### src/rtl/pipe_hazard_ctrl_pkg.sv
// Shared constants and helpers for the pipeline stall/flush controller.
// Included by pipe_hazard_ctrl and md_busy_cnt.
package pipe_hazard_ctrl_pkg;

    localparam logic [1:0] TUSE_NONE       = 2'd3;
    localparam int         MULT_CYCLES_DEF = 5;
    localparam int         DIV_CYCLES_DEF  = 10;
    localparam logic [4:0] EPC_REG         = 5'd14;

    typedef enum logic [1:0] {
        CTRL_RUN,
        CTRL_STALL,
        CTRL_FLUSH
    } ctrl_mode_e;

    // A consumer must wait when it reads a live producer result before that result exists.
    function automatic logic reg_hazard(
        input logic [4:0] src,
        input logic [1:0] tuse,
        input logic [4:0] wa,
        input logic [1:0] tnew
    );
        return (src != 5'd0) && (src == wa) && (tuse != TUSE_NONE) && (tuse < tnew);
    endfunction

endpackage

### src/rtl/pipe_hazard_ctrl_md_busy_cnt.sv
// Multiply/divide busy countdown: loads on an accepted md start in E and
// counts to zero, even across an exception flush.
module md_busy_cnt
    import pipe_hazard_ctrl_pkg::*;
#(
    parameter int MULT_CYCLES = MULT_CYCLES_DEF,
    parameter int DIV_CYCLES  = DIV_CYCLES_DEF,
    parameter int CNT_W       = 4
) (
    input  logic clk,
    input  logic rst,
    input  logic start,
    input  logic is_div,
    input  logic req,
    output logic busy
);

    logic [CNT_W-1:0] md_cnt;

    // A start arriving while the count is non-zero is ignored; the md stall keeps it from happening.
    always_ff @(posedge clk or posedge rst) begin
        if (rst) begin
            md_cnt <= '0;
        end else if (start && !req && (md_cnt == '0)) begin
            md_cnt <= is_div ? CNT_W'(DIV_CYCLES) : CNT_W'(MULT_CYCLES);
        end else if (md_cnt != '0) begin
            md_cnt <= md_cnt - 1'b1;
        end
    end

    assign busy = (md_cnt != '0);

endmodule

### src/rtl/pipe_hazard_ctrl.sv
// Central stall/flush controller for the 5-stage pipeline.
// Optional stall statistics counters: define PIPE_HAZARD_CTRL_STAT_EN.
module pipe_hazard_ctrl
    import pipe_hazard_ctrl_pkg::*;
#(
    parameter int MULT_CYCLES = MULT_CYCLES_DEF,
    parameter int DIV_CYCLES  = DIV_CYCLES_DEF,
    parameter int CNT_W       = 4
) (
    input  logic       clk,
    input  logic       rst,
    input  logic [4:0] D_rs,
    input  logic [4:0] D_rt,
    input  logic [1:0] D_rs_tuse,
    input  logic [1:0] D_rt_tuse,
    input  logic [4:0] E_wa,
    input  logic [1:0] E_tnew,
    input  logic [4:0] M_wa,
    input  logic [1:0] M_tnew,
    input  logic       D_is_md,
    input  logic       E_md_start,
    input  logic       E_md_div,
    input  logic       D_eret,
    input  logic       E_mtc0_epc,
    input  logic       M_mtc0_epc,
    input  logic       Req,
    output logic       F_WE,
    output logic       D_WE,
    output logic       E_clr,
    output logic       pipe_req,
    output logic       md_busy,
    output logic       stall
`ifdef PIPE_HAZARD_CTRL_STAT_EN
    ,
    output logic [31:0] stall_cnt,
    output logic [31:0] md_stall_cnt
`endif
);

    logic       data_stall;
    logic       md_stall;
    logic       eret_stall;
    ctrl_mode_e mode;

    md_busy_cnt #(
        .MULT_CYCLES (MULT_CYCLES),
        .DIV_CYCLES  (DIV_CYCLES),
        .CNT_W       (CNT_W)
    ) u_md_busy_cnt (
        .clk    (clk),
        .rst    (rst),
        .start  (E_md_start),
        .is_div (E_md_div),
        .req    (Req),
        .busy   (md_busy)
    );

    always_comb begin
        data_stall = reg_hazard(D_rs, D_rs_tuse, E_wa, E_tnew)
                   | reg_hazard(D_rt, D_rt_tuse, E_wa, E_tnew)
                   | reg_hazard(D_rs, D_rs_tuse, M_wa, M_tnew)
                   | reg_hazard(D_rt, D_rt_tuse, M_wa, M_tnew);
        md_stall   = D_is_md & (md_busy | E_md_start);
        eret_stall = D_eret & (E_mtc0_epc | M_mtc0_epc);
        stall      = data_stall | md_stall | eret_stall;
    end

    // An exception flush overrides any stall; the flushed registers clear themselves.
    always_comb begin
        if (Req) begin
            mode = CTRL_FLUSH;
        end else if (stall) begin
            mode = CTRL_STALL;
        end else begin
            mode = CTRL_RUN;
        end
    end

    always_comb begin
        F_WE     = 1'b1;
        D_WE     = 1'b1;
        E_clr    = 1'b0;
        pipe_req = 1'b0;
        case (mode)
            CTRL_FLUSH: pipe_req = 1'b1;
            CTRL_STALL: begin
                F_WE  = 1'b0;
                D_WE  = 1'b0;
                E_clr = 1'b1;
            end
            default: ;
        endcase
    end

`ifdef PIPE_HAZARD_CTRL_STAT_EN
    // Saturating counts of cycles actually lost to stalls (flush cycles excluded).
    always_ff @(posedge clk or posedge rst) begin
        if (rst) begin
            stall_cnt    <= '0;
            md_stall_cnt <= '0;
        end else begin
            if (stall && !Req && (stall_cnt != 32'hFFFF_FFFF)) begin
                stall_cnt <= stall_cnt + 32'd1;
            end
            if (md_stall && !Req && (md_stall_cnt != 32'hFFFF_FFFF)) begin
                md_stall_cnt <= md_stall_cnt + 32'd1;
            end
        end
    end
`endif

endmodule

### config.mk
export PLATFORM = sky130hd
export DESIGN_NAME = pipe_hazard_ctrl
export DESIGN_NICKNAME = d
export VERILOG_FILES = /design/src/rtl/pipe_hazard_ctrl_pkg.sv /design/src/rtl/pipe_hazard_ctrl_md_busy_cnt.sv /design/src/rtl/pipe_hazard_ctrl.sv
export SDC_FILE = /design/constraint.sdc
export NUM_CORES = 1
export LEC_CHECK = 0
export ABC_AREA = 1
export BUFFER_PORTS_ARGS = -buffer_cell sky130_fd_sc_hd__buf_2
export CAP_MARGIN = 20
export CORE_MARGIN = 2
export CORE_UTILIZATION = 40
export CTS_BUF_LIST = sky130_fd_sc_hd__clkbuf_4 sky130_fd_sc_hd__clkbuf_8 sky130_fd_sc_hd__clkbuf_16
export CTS_CLUSTER_DIAMETER = 120
export DETAILED_ROUTE_END_ITERATION = 16
export MAX_ROUTING_LAYER = met4
export PLACE_DENSITY = 0.85
export SLEW_MARGIN = 25
export SYNTH_ARGS = -nofsm -noshare
export SYNTH_HDL_FRONTEND = slang
export SYNTH_SLANG_ARGS = --single-unit
### constraint.sdc
create_clock -name clk -period 3.2 [get_ports clk]
set_input_delay 0.64 -clock clk [delete_from_list [all_inputs] [get_ports clk]]
set_output_delay 0.64 -clock clk [all_outputs]
set_load 0.01 [all_outputs]
==> out/metrics.csv, run 1 <==
stage;metric;value;unit
status;status;finished, final reports clean;
die;die-area;0.002335;mm²
final_layout;largest_register;u_md_busy_cnt.md_cnt;
die;design.core.area;0.001902;mm²
critical_path;reg2reg_slack;1.98;ns
die;initial_core_util;41.32;%
clock_network;htreeDepth;1;
critical_path;worstSetupEndpointType;primary output;
synthesis;netlist_area;785.8;µm²
timing;finalMaxSlewViolations;0;
critical_path;cp_top_family;simple AND/OR/NAND/NOR gates;
clock_network;clk_latency;0.23;ns
synthesis;yosys.area.top_type_share;21.50;%
placed_design;routabilityCongestion;0.8283;
global_route;grt_usage;17.37;%
final_layout;reg_top3;u_md_busy_cnt.md_cnt (4);
clock_network;clkSlewWorstSetupHoldPaths;0.04;ns
pwr;powerDensity;367.8;mW/mm²
synthesis;synth.area.top_cells;nand2_1, inv_1, dfrtp_1;
clock_network;cts_buffers;3;
die;die_w;48.32;µm
critical_path;crit-reg2reg-launch;u_md_busy_cnt.md_cnt[0];
route;drt-wirelength-per-cell;8.481;µm
timing;rsz0062_at_grt;no;
run;max_cap_viol_count;0;
placed_design;place_hpwl;1617;µm
timing;slew_headroom;84.56;%
route;first_iter_violations;8;
clock_network;clockBufferDepth;2;
final_layout;nNetsFinal;230;
global_route;grt_max_degree;6;
route;drc;0;
synthesis;synth-seq-cells;4;
timing;period_share;75.39;%
synthesis;yosys.area.top_type;nand2_1;
timing;fmax;414.5;MHz
clock_network;cts_setup_buffers;0;
global_route;overflow;0;
clock_network;clock_sinks;4;
clock_network;ctsResizeCount;0;
critical_path;start_kind;primary input;
route;first_pass_iters;4;
route;vias_per_cell;4.434;
critical_path;max_stage_delay;0.26;ns
critical_path;cp_slowest_cell;ha_1;
timing;finalSetupViolations;0;
route;drt.antenna.violating_nets;0;
final_layout;final_layout_size_suffix_gt1_share;28.65;%
placed_design;numPortBuffers;42;
global_route;grt_pass1_wl;3277;µm
synthesis;synth_cell_types;26;
critical_path;crit_path_start;D_rs_tuse[1];
pwr;ir_worst_vdd;0.0002872;V
worst_hold_path;hold_class;primary input to asynchronous set/reset pin;
synthesis;yosys_warnings;0;
critical_path;r2r_end;u_md_busy_cnt.md_cnt[3];
die;std_cell_rows;16;
timing;min_period;2.412;ns
timing;worst_hold_slack;0.2784;ns
critical_path;cp_num_buf_inv;3;
final_layout;area_growth_syn_to_layout;32.48;%
pwr;p_leak;0.6473;nW
global_route;antenna_found_initial;0;
critical_path;reg2reg_depth;5;
final_layout;fill_cells;223;
critical_path;worstPathMaxFanout;3;
clock_network;cts_hold_buf;0;
critical_path;path_class;primary input to primary output;
route;routed_wirelength;1798;µm
critical_path;path_cells;buf_2 > ha_1 > a21boi_0 > nor2_1 > nand3_1 > nand2_1 > nand2_1 > nand3_2 > nand2_2 > inv_2 > buf_2;
timing;tightest_slew;0.2295;ns
synthesis;syn_area_per_cell;5.533;µm²
critical_path;crit_arrival;1.77;ns
timing;setup-tns-final;0;ns
placed_design;placed_cell_area;0.001018;mm²
synthesis;syn_inst;142;
synthesis;ys_seq_area_share;12.74;%
route;vias;940;
global_route;grt_pass1_vias;852;
die;ioPinCount;43;
final_layout;largest_reg_flops;4;
critical_path;cp_data_required_time;2.56;ns
clock_network;clockRootBuffer;clkbuf_4;
timing;hold_violations;0;
timing;clock_skew;0.002372;ns
clock_network;cts_tree;yes;
die;die_h;48.32;µm
final_layout;antennaDiodeCount;0;
final_layout;final_core_util;54.74;%
synthesis;synth_nets;185;
final_layout;fin_area;0.001041;mm²
where the power goes:
group          internal, mW  switching, mW  total (mW)  leakage [nW]
clock network        0.0417         0.0172      0.0589        0.0138
registers            0.0796         0.0230       0.103        0.0472
logic                 0.100          0.121       0.221         0.586
total                 0.221          0.161       0.383         0.647
worst max-delay path by stage:
stage | cells after the start | to | slack (ns)
6_report | 11 | E_clr | 0.79
5_1_grt | 12 | E_clr | 0.61
4_1_cts | 11 | E_clr | 0.76
3_5_place_dp | 11 | E_clr | 0.78
3_3_place_gp | 11 | E_clr | 0.79
2_1_floorplan | 10 | F_WE | 0.91
through the flow:
stage          total power, mW  instances  setup WS, ns
6_report                0.3829        212        0.7875
5_1_grt                 0.4277        212        0.6103
2_1_floorplan           0.2583        142        0.9059
3_3_place_gp            0.3257        209        0.7949
4_1_cts                 0.3910        212        0.7642
3_5_place_dp            0.3280        209        0.7791
cell usage in the layout, fill, tap and decap left out, types with 2 or more instances in the layout:
cell type	synthesis	final
ha_1	6	6
o21bai_1	3	3
o211ai_1	2	2
nor2_1	13	13
nand3_1	8	8
a21boi_0	2	2
xor2_1	3	3
buf_2	0	42
o21ai_0	9	9
clkbuf_4	0	3
inv_2	5	5
dfrtp_1	4	4
nand2_1	45	45
inv_1	27	27
a21oi_1	2	2
area by class of cell:
type	count	area (µm²)	share of cell area (%)
inverter	32	120.1	11.54
timing repair buffer	42	210.2	20.19
clock buffer	3	22.52	2.163
sequential	4	100.1	9.615
multi-input combinational	104	554.3	53.25
tap	27	33.78	3.245
metal layers:
metal  track usage [%]  wire (µm)
met1             22.35        882
met2             28.94        854
met3            0.6173         61
met4             7.143          0
met5                 -          0
cells by family after synthesis:
family                   share of synthesized area (%)
adder cells (fa/ha/maj)                          9.554
XOR/XNOR                                         4.459
flip-flops                                       12.74
AO/OA/AOI/OAI                                    17.04
buffers and inverters                            16.72
AND/OR/NAND/NOR                                  39.49
synth_stat cells:
cell type	number
inv_2	5
nand3_4	1
nand3_1	8
o211ai_1	2
ha_1	6
xor2_1	3
o31ai_1	1
a21boi_1	1
buf_4	1
o21ai_0	9
a21oi_1	2
nor4_1	1
dfrtp_1	4
clkbuf_1	1
xnor2_1	1
nand4_1	1
and2_1	1
o21ai_1	1
nor2_1	13
nand3_2	1
a31oi_1	1
nand2_1	45
inv_1	27
nand2_2	1
o21bai_1	3
a21boi_0	2
Power figures use the tool's default switching activity.
==> run 2: changes to the inputs <==
ABC_AREA = 0   (was 1)
CORE_UTILIZATION = 37   (was 40)
PLACE_DENSITY = 0.87   (was 0.85)
clock period = 2 ns   (was 3.2 ns; I/O delays follow)
==> out/metrics.csv, run 2 <==
stage;metric;value;unit
synthesis;yosys.area.top_type_share;16.25;%
die;die_w;45.81;µm
final_layout;final_layout_size_suffix_gt1_share;52.86;%
critical_path;r2r_end;u_md_busy_cnt.md_cnt[1];
die;ioPinCount;43;
critical_path;cp_data_required_time;1.60;ns
clock_network;cts_tree;yes;
synthesis;syn_inst;80;
synthesis;synth_nets;123;
clock_network;htreeDepth;1;
global_route;grt_max_degree;8;
final_layout;reg_top3;u_md_busy_cnt.md_cnt (4);
placed_design;place_hpwl;1730;µm
critical_path;worstPathMaxFanout;3;
clock_network;clock_sinks;4;
pwr;p_leak;0.5509;nW
critical_path;cpMostUsedCell;buf_2;
synthesis;synthFlopType;dfrtp_1;
final_layout;fill_cells;147;
timing;finalMaxSlewViolations;0;
final_layout;seq_area;100.1;µm²
final_layout;multiInputGateArea;599.3;µm²
synthesis;yosysMostFrequentCell;xnor2_1;
synthesis;yosys.area.top_type;xnor2_1;
die;design.core.area;0.001689;mm²
placed_design;placed_cell_area;0.001065;mm²
die;die_h;45.81;µm
final_layout;nNetsFinal;185;
timing;fmax;443.0;MHz
die;die-area;0.002099;mm²
pwr;total_power;632.9;µW
route;drt-wirelength-per-cell;12.07;µm
final_layout;area_growth_syn_to_layout;77.56;%
global_route;grt_pass1_wl;3070;µm
final_layout;fin_cells;157;
critical_path;crit_path_start;D_rt[1];
pwr;ir_worst_vdd;0.0003038;V
critical_path;max_stage_delay;0.52;ns
global_route;grt_pass1_vias;802;
timing;period_share;112.9;%
timing;hold_violations;0;
timing;clock_skew;0.006697;ns
synthesis;synth_cell_types;24;
synthesis;yosys_warnings;0;
synthesis;synth_edf_count;0;
critical_path;reg2reg_depth;6;
placed_design;routabilityCongestion;0.8337;
critical_path;worstSetupEndpointType;primary output;
timing;tightest_slew;0.2690;ns
worst_hold_path;hold_class;primary input to asynchronous set/reset pin;
timing;slew_headroom;82.07;%
timing;min_period;2.258;ns
status;violations;negative setup slack;
timing;rsz0062_at_grt;yes;
critical_path;reg2reg_slack;0.76;ns
timing;setup_slack;-0.2576;ns
route;routed_wirelength;1895;µm
synthesis;synth-seq-cells;4;
final_layout;largest_register;u_md_busy_cnt.md_cnt;
clock_network;cts_setup_buffers;0;
critical_path;endpoint;stall;
final_layout;final_cell_mix;buf_2, buf_4, xnor2_1;
timing;finalSetupViolations;4;
clock_network;clk_latency;0.24;ns
final_layout;fin_area;0.001149;mm²
final_layout;final_common_cell;buf_2;
global_route;overflow;0;
critical_path;start_kind;primary input;
critical_path;path_cells;buf_2 > or4_1 > nor2_1 > a221oi_2 > buf_4 > or3_1 > buf_2;
synthesis;syn_area_per_cell;8.086;µm²
timing;setup-tns-final;-0.9297;ns
clock_network;cts_buffers;3;
status;status;finished with violations;
route;vias;794;
final_layout;final_core_util;68.00;%
placed_design;placedCellCount;154;
global_route;grt_usage;21.21;%
die;std_cell_rows;15;
synthesis;synth.area.top_cells;xnor2_1, dfrtp_1, xor2_1;
synthesis;async_flop_share;100.0;%
route;drc;0;
clock_network;cts_hold_buf;0;
placed_design;numPortBuffers;42;
final_layout;antennaDiodeCount;0;
global_route;antenna_found_initial;0;
critical_path;cp_slowest_cell;or4_1;
critical_path;crit-reg2reg-launch;u_md_busy_cnt.md_cnt[0];
timing;worst_hold_slack;0.03538;ns
placed_design;pre_cts_ws;-0.3942;ns
die;initial_core_util;38.30;%
final_layout;largest_reg_flops;4;
route;vias_per_cell;5.057;
clock_network;clkSlewWorstSetupHoldPaths;0.04;ns
run;max_cap_viol_count;0;
route;first_iter_violations;5;
critical_path;crit_arrival;1.86;ns
pwr;powerDensity;551.1;mW/mm²
critical_path;path_class;primary input to primary output;
route;drt.antenna.violating_nets;0;
route;first_pass_iters;4;
synthesis;synth_commonest_cells;xnor2_1, xor2_1, inv_1;
synthesis;ys_seq_area_share;15.47;%
clock_network;clockRootBuffer;clkbuf_4;
clock_network;clockBufferDepth;2;
synthesis;netlist_area;646.9;µm²
## run 2: cell types whose count changed after synthesis, moves of 3 or more
cell | previous run | this run
inv_1 | 27 | 8
o21bai_1 | 3 | 0
nand3_1 | 8 | 0
nand2_1 | 45 | 4
o21ai_0 | 9 | 5
xor2_1 | 3 | 10
nand4_1 | 1 | 4
nor2_1 | 13 | 6
xnor2_1 | 1 | 12
inv_2 | 5 | 0
## run 2: kinds of logic (layout without fill, tap and decap cells)
family | count (synthesis) | count (layout) | synth area share, %
buf+inv | 10 | 70 | 6.383
xor+xnor | 22 | 22 | 29.79
flops | 4 | 4 | 15.47
fa+ha+maj | 6 | 6 | 11.61
simple gates | 23 | 23 | 18.57
compound gates | 15 | 15 | 18.18
## run 2: worst max-delay path: cells and delay by family
family,cells,cell delay (ns)
buffers and inverters,3,0.41
AND/OR/NAND/NOR,3,1.02
AO/OA/AOI/OAI,1,0.04
## run 2: layout make-up
type / instances / area share (%)
Clock buffer: 3 / 1.961
Sequential cell: 4 / 8.715
Timing Repair Buffer: 59 / 31.37
Inverter: 8 / 3.922
Multi-Input combinational cell: 66 / 52.18
Tap cell: 17 / 1.852
## run 2: power breakdown
group / leakage (nW) / internal (mW) / switching [mW]
clock: 0.0138 / 0.0671 / 0.0332
combinational: 0.491 / 0.193 / 0.176
sequential: 0.0466 / 0.128 / 0.0360
## run 2: worst min path at each step
stage | end | slack, ns | depth (start not counted)
after floorplan | u_md_busy_cnt.md_cnt[0] | 0.17 | 1
after global placement | u_md_busy_cnt.md_cnt[3] | 0.28 | 2
after detailed placement | u_md_busy_cnt.md_cnt[1] | 0.28 | 2
after CTS | u_md_busy_cnt.md_cnt[3] | 0.03 | 2
after global routing | u_md_busy_cnt.md_cnt[3] | 0.03 | 2
final | u_md_busy_cnt.md_cnt[3] | 0.04 | 2
## run 2: layer usage
metal	part of all wire, %	track usage, %	vias to the layer above	routed length (µm)
met5	0	-	-	0
met4	1.5	10.86	0	29
met3	4.8	3.571	4	91
met2	60	41.13	31	1134
met1	34	19.29	356	639
li1	-	-	403	-
## run 2: what timing repair did
item / CTS / global route
pin swaps: 9 / 2
gates resized for setup: 8 / 3
setup endpoints to repair: 4 / 4
==> run 3: changes to the inputs <==
CORE_ASPECT_RATIO = 1.1   (was unset)
==> out/metrics.csv, run 3 (same netlist as run 2, synthesis figures left out) <==
stage;metric;value;unit
route;drt.antenna.violating_nets;0;
global_route;grt_max_degree;8;
status;status;finished with violations;
global_route;grt_pass1_wl;3215;µm
route;routed_wirelength;2107;µm
route;drt-wirelength-per-cell;13.34;µm
route;vias;812;
clock_network;clock_sinks;4;
critical_path;crit_arrival;1.83;ns
die;ioPinCount;43;
pwr;powerDensity;550.1;mW/mm²
final_layout;area_growth_syn_to_layout;82.21;%
timing;period_share;111.5;%
critical_path;path_class;primary input to primary output;
die;die-area;0.002099;mm²
timing;fmax;448.5;MHz
global_route;grt_usage;21.66;%
timing;worst_hold_slack;0.04040;ns
timing;rsz0062_at_grt;yes;
critical_path;max_stage_delay;0.35;ns
timing;min_period;2.229;ns
timing;setup_slack;-0.2295;ns
timing;slew_headroom;79.56;%
clock_network;cts_setup_buffers;0;
critical_path;cp_slowest_cell;a221oi_2;
critical_path;path_cells;buf_8 > ha_4 > a2111oi_4 > nand4_1 > a221oi_2 > o31a_1 > buf_2;
die;initial_core_util;40.08;%
die;std_cell_rows;15;
global_route;overflow;0;
global_route;antenna_found_initial;0;
critical_path;worstPathMaxFanout;3;
route;vias_per_cell;5.139;
pwr;p_leak;0.5486;nW
placed_design;place_hpwl;1783;µm
critical_path;start_kind;primary input;
critical_path;cp_data_required_time;1.60;ns
final_layout;nNetsFinal;186;
final_layout;antennaDiodeCount;0;
critical_path;worstSetupEndpointType;primary output;
final_layout;final_layout_size_suffix_gt1_share;56.03;%
clock_network;clockBufferDepth;2;
final_layout;fill_cells;135;
final_layout;reg_top3;u_md_busy_cnt.md_cnt (4);
timing;tightest_slew;0.3067;ns
clock_network;cts_buffers;3;
die;die_w;43.87;µm
clock_network;htreeDepth;1;
worst_hold_path;hold_class;primary input to asynchronous set/reset pin;
die;design.core.area;0.001614;mm²
route;first_pass_iters;4;
route;first_iter_violations;6;
timing;clock_skew;0.003413;ns
final_layout;largest_register;u_md_busy_cnt.md_cnt;
clock_network;cts_hold_buf;0;
timing;finalMaxSlewViolations;0;
final_layout;final_cell_mix;buf_2, buf_4, xnor2_1;
global_route;grt_pass1_vias;818;
final_layout;final_core_util;73.02;%
placed_design;routabilityCongestion;0.8159;
timing;hold_violations;0;
run;max_cap_viol_count;0;
timing;finalSetupViolations;4;
clock_network;clockRootBuffer;clkbuf_4;
pwr;ir_worst_vdd;0.0002759;V
timing;setup-tns-final;-0.7947;ns
clock_network;clk_latency;0.24;ns
status;violations;negative setup slack;
die;die_h;47.86;µm
clock_network;clkSlewWorstSetupHoldPaths;0.04;ns
route;drc;0;
clock_network;cts_tree;yes;
placed_design;numPortBuffers;42;
final_layout;final_common_cell;buf_2;
final_layout;largest_reg_flops;4;
## run 3: per-layer routing
| metal | track usage, % | wire length, µm | share of wire (%) |
|---|---|---|---|
| met3 | 2.642 | 123 | 5.8 |
| met4 | 8.485 | 17 | 0.81 |
| met2 | 45.88 | 1211 | 57 |
| met5 | - | 0 | 0 |
| met1 | 19.38 | 754 | 36 |
## run 3: where the power goes
part | switching, mW | leakage (nW) | internal, mW | total (mW)
clock | 0.0348 | 0.0138 | 0.0673 | 0.102
sequential | 0.0363 | 0.0466 | 0.128 | 0.164
combinational | 0.183 | 0.488 | 0.199 | 0.382
## run 3: cell type report
type	instances	area, µm²	share of cell area (%)
well taps	17	21.27	1.805
multi-input cells	66	611.8	51.91
inverters	8	45.04	3.822
flip-flops and latches	4	100.1	8.493
repair buffers	60	377.9	32.06
clock buffers	3	22.52	1.911
## run 3: through the flow
stage | total power, mW | setup slack [ns] | instances | area, µm²
after floorplan | 0.3773 | -0.09321 | 80 | 716.9
after global placement | 0.5043 | -0.3115 | 155 | 1072
after detailed placement | 0.5301 | -0.3515 | 155 | 1072
after CTS | 0.6471 | -0.2399 | 158 | 1146
after global routing | 0.7041 | -0.3209 | 158 | 1179
final | 0.6484 | -0.2295 | 158 | 1179
## run 3: worst max-delay path: cells and delay by family
kind | cells | cell delay, ns
AO/OA/AOI/OAI | 3 | 0.79
buffers and inverters | 2 | 0.23
adder cells (fa/ha/maj) | 1 | 0.23
AND/OR/NAND/NOR | 1 | 0.17
## run 3: worst paths after layout
kind / slack [ns] / from / endpoint / cells past startpoint
setup reg to reg: 0.77 / u_md_busy_cnt.md_cnt[0] / u_md_busy_cnt.md_cnt[1] / 6
min in group clk: 0.50 / E_md_div / u_md_busy_cnt.md_cnt[2] / 4
hold reg to reg: 0.54 / u_md_busy_cnt.md_cnt[0] / u_md_busy_cnt.md_cnt[0] / 1
setup / recovery: -0.23 / D_rs_tuse[1] / E_clr / 7
hold / removal: 0.04 / rst / u_md_busy_cnt.md_cnt[2] / 2
max in group asynchronous: 1.80 / rst / u_md_busy_cnt.md_cnt[3] / 2
## run 3: timing repair
item,in CTS,in global routing
resized for setup,12,6
pin swaps,8,6
setup endpoints to repair,4,4
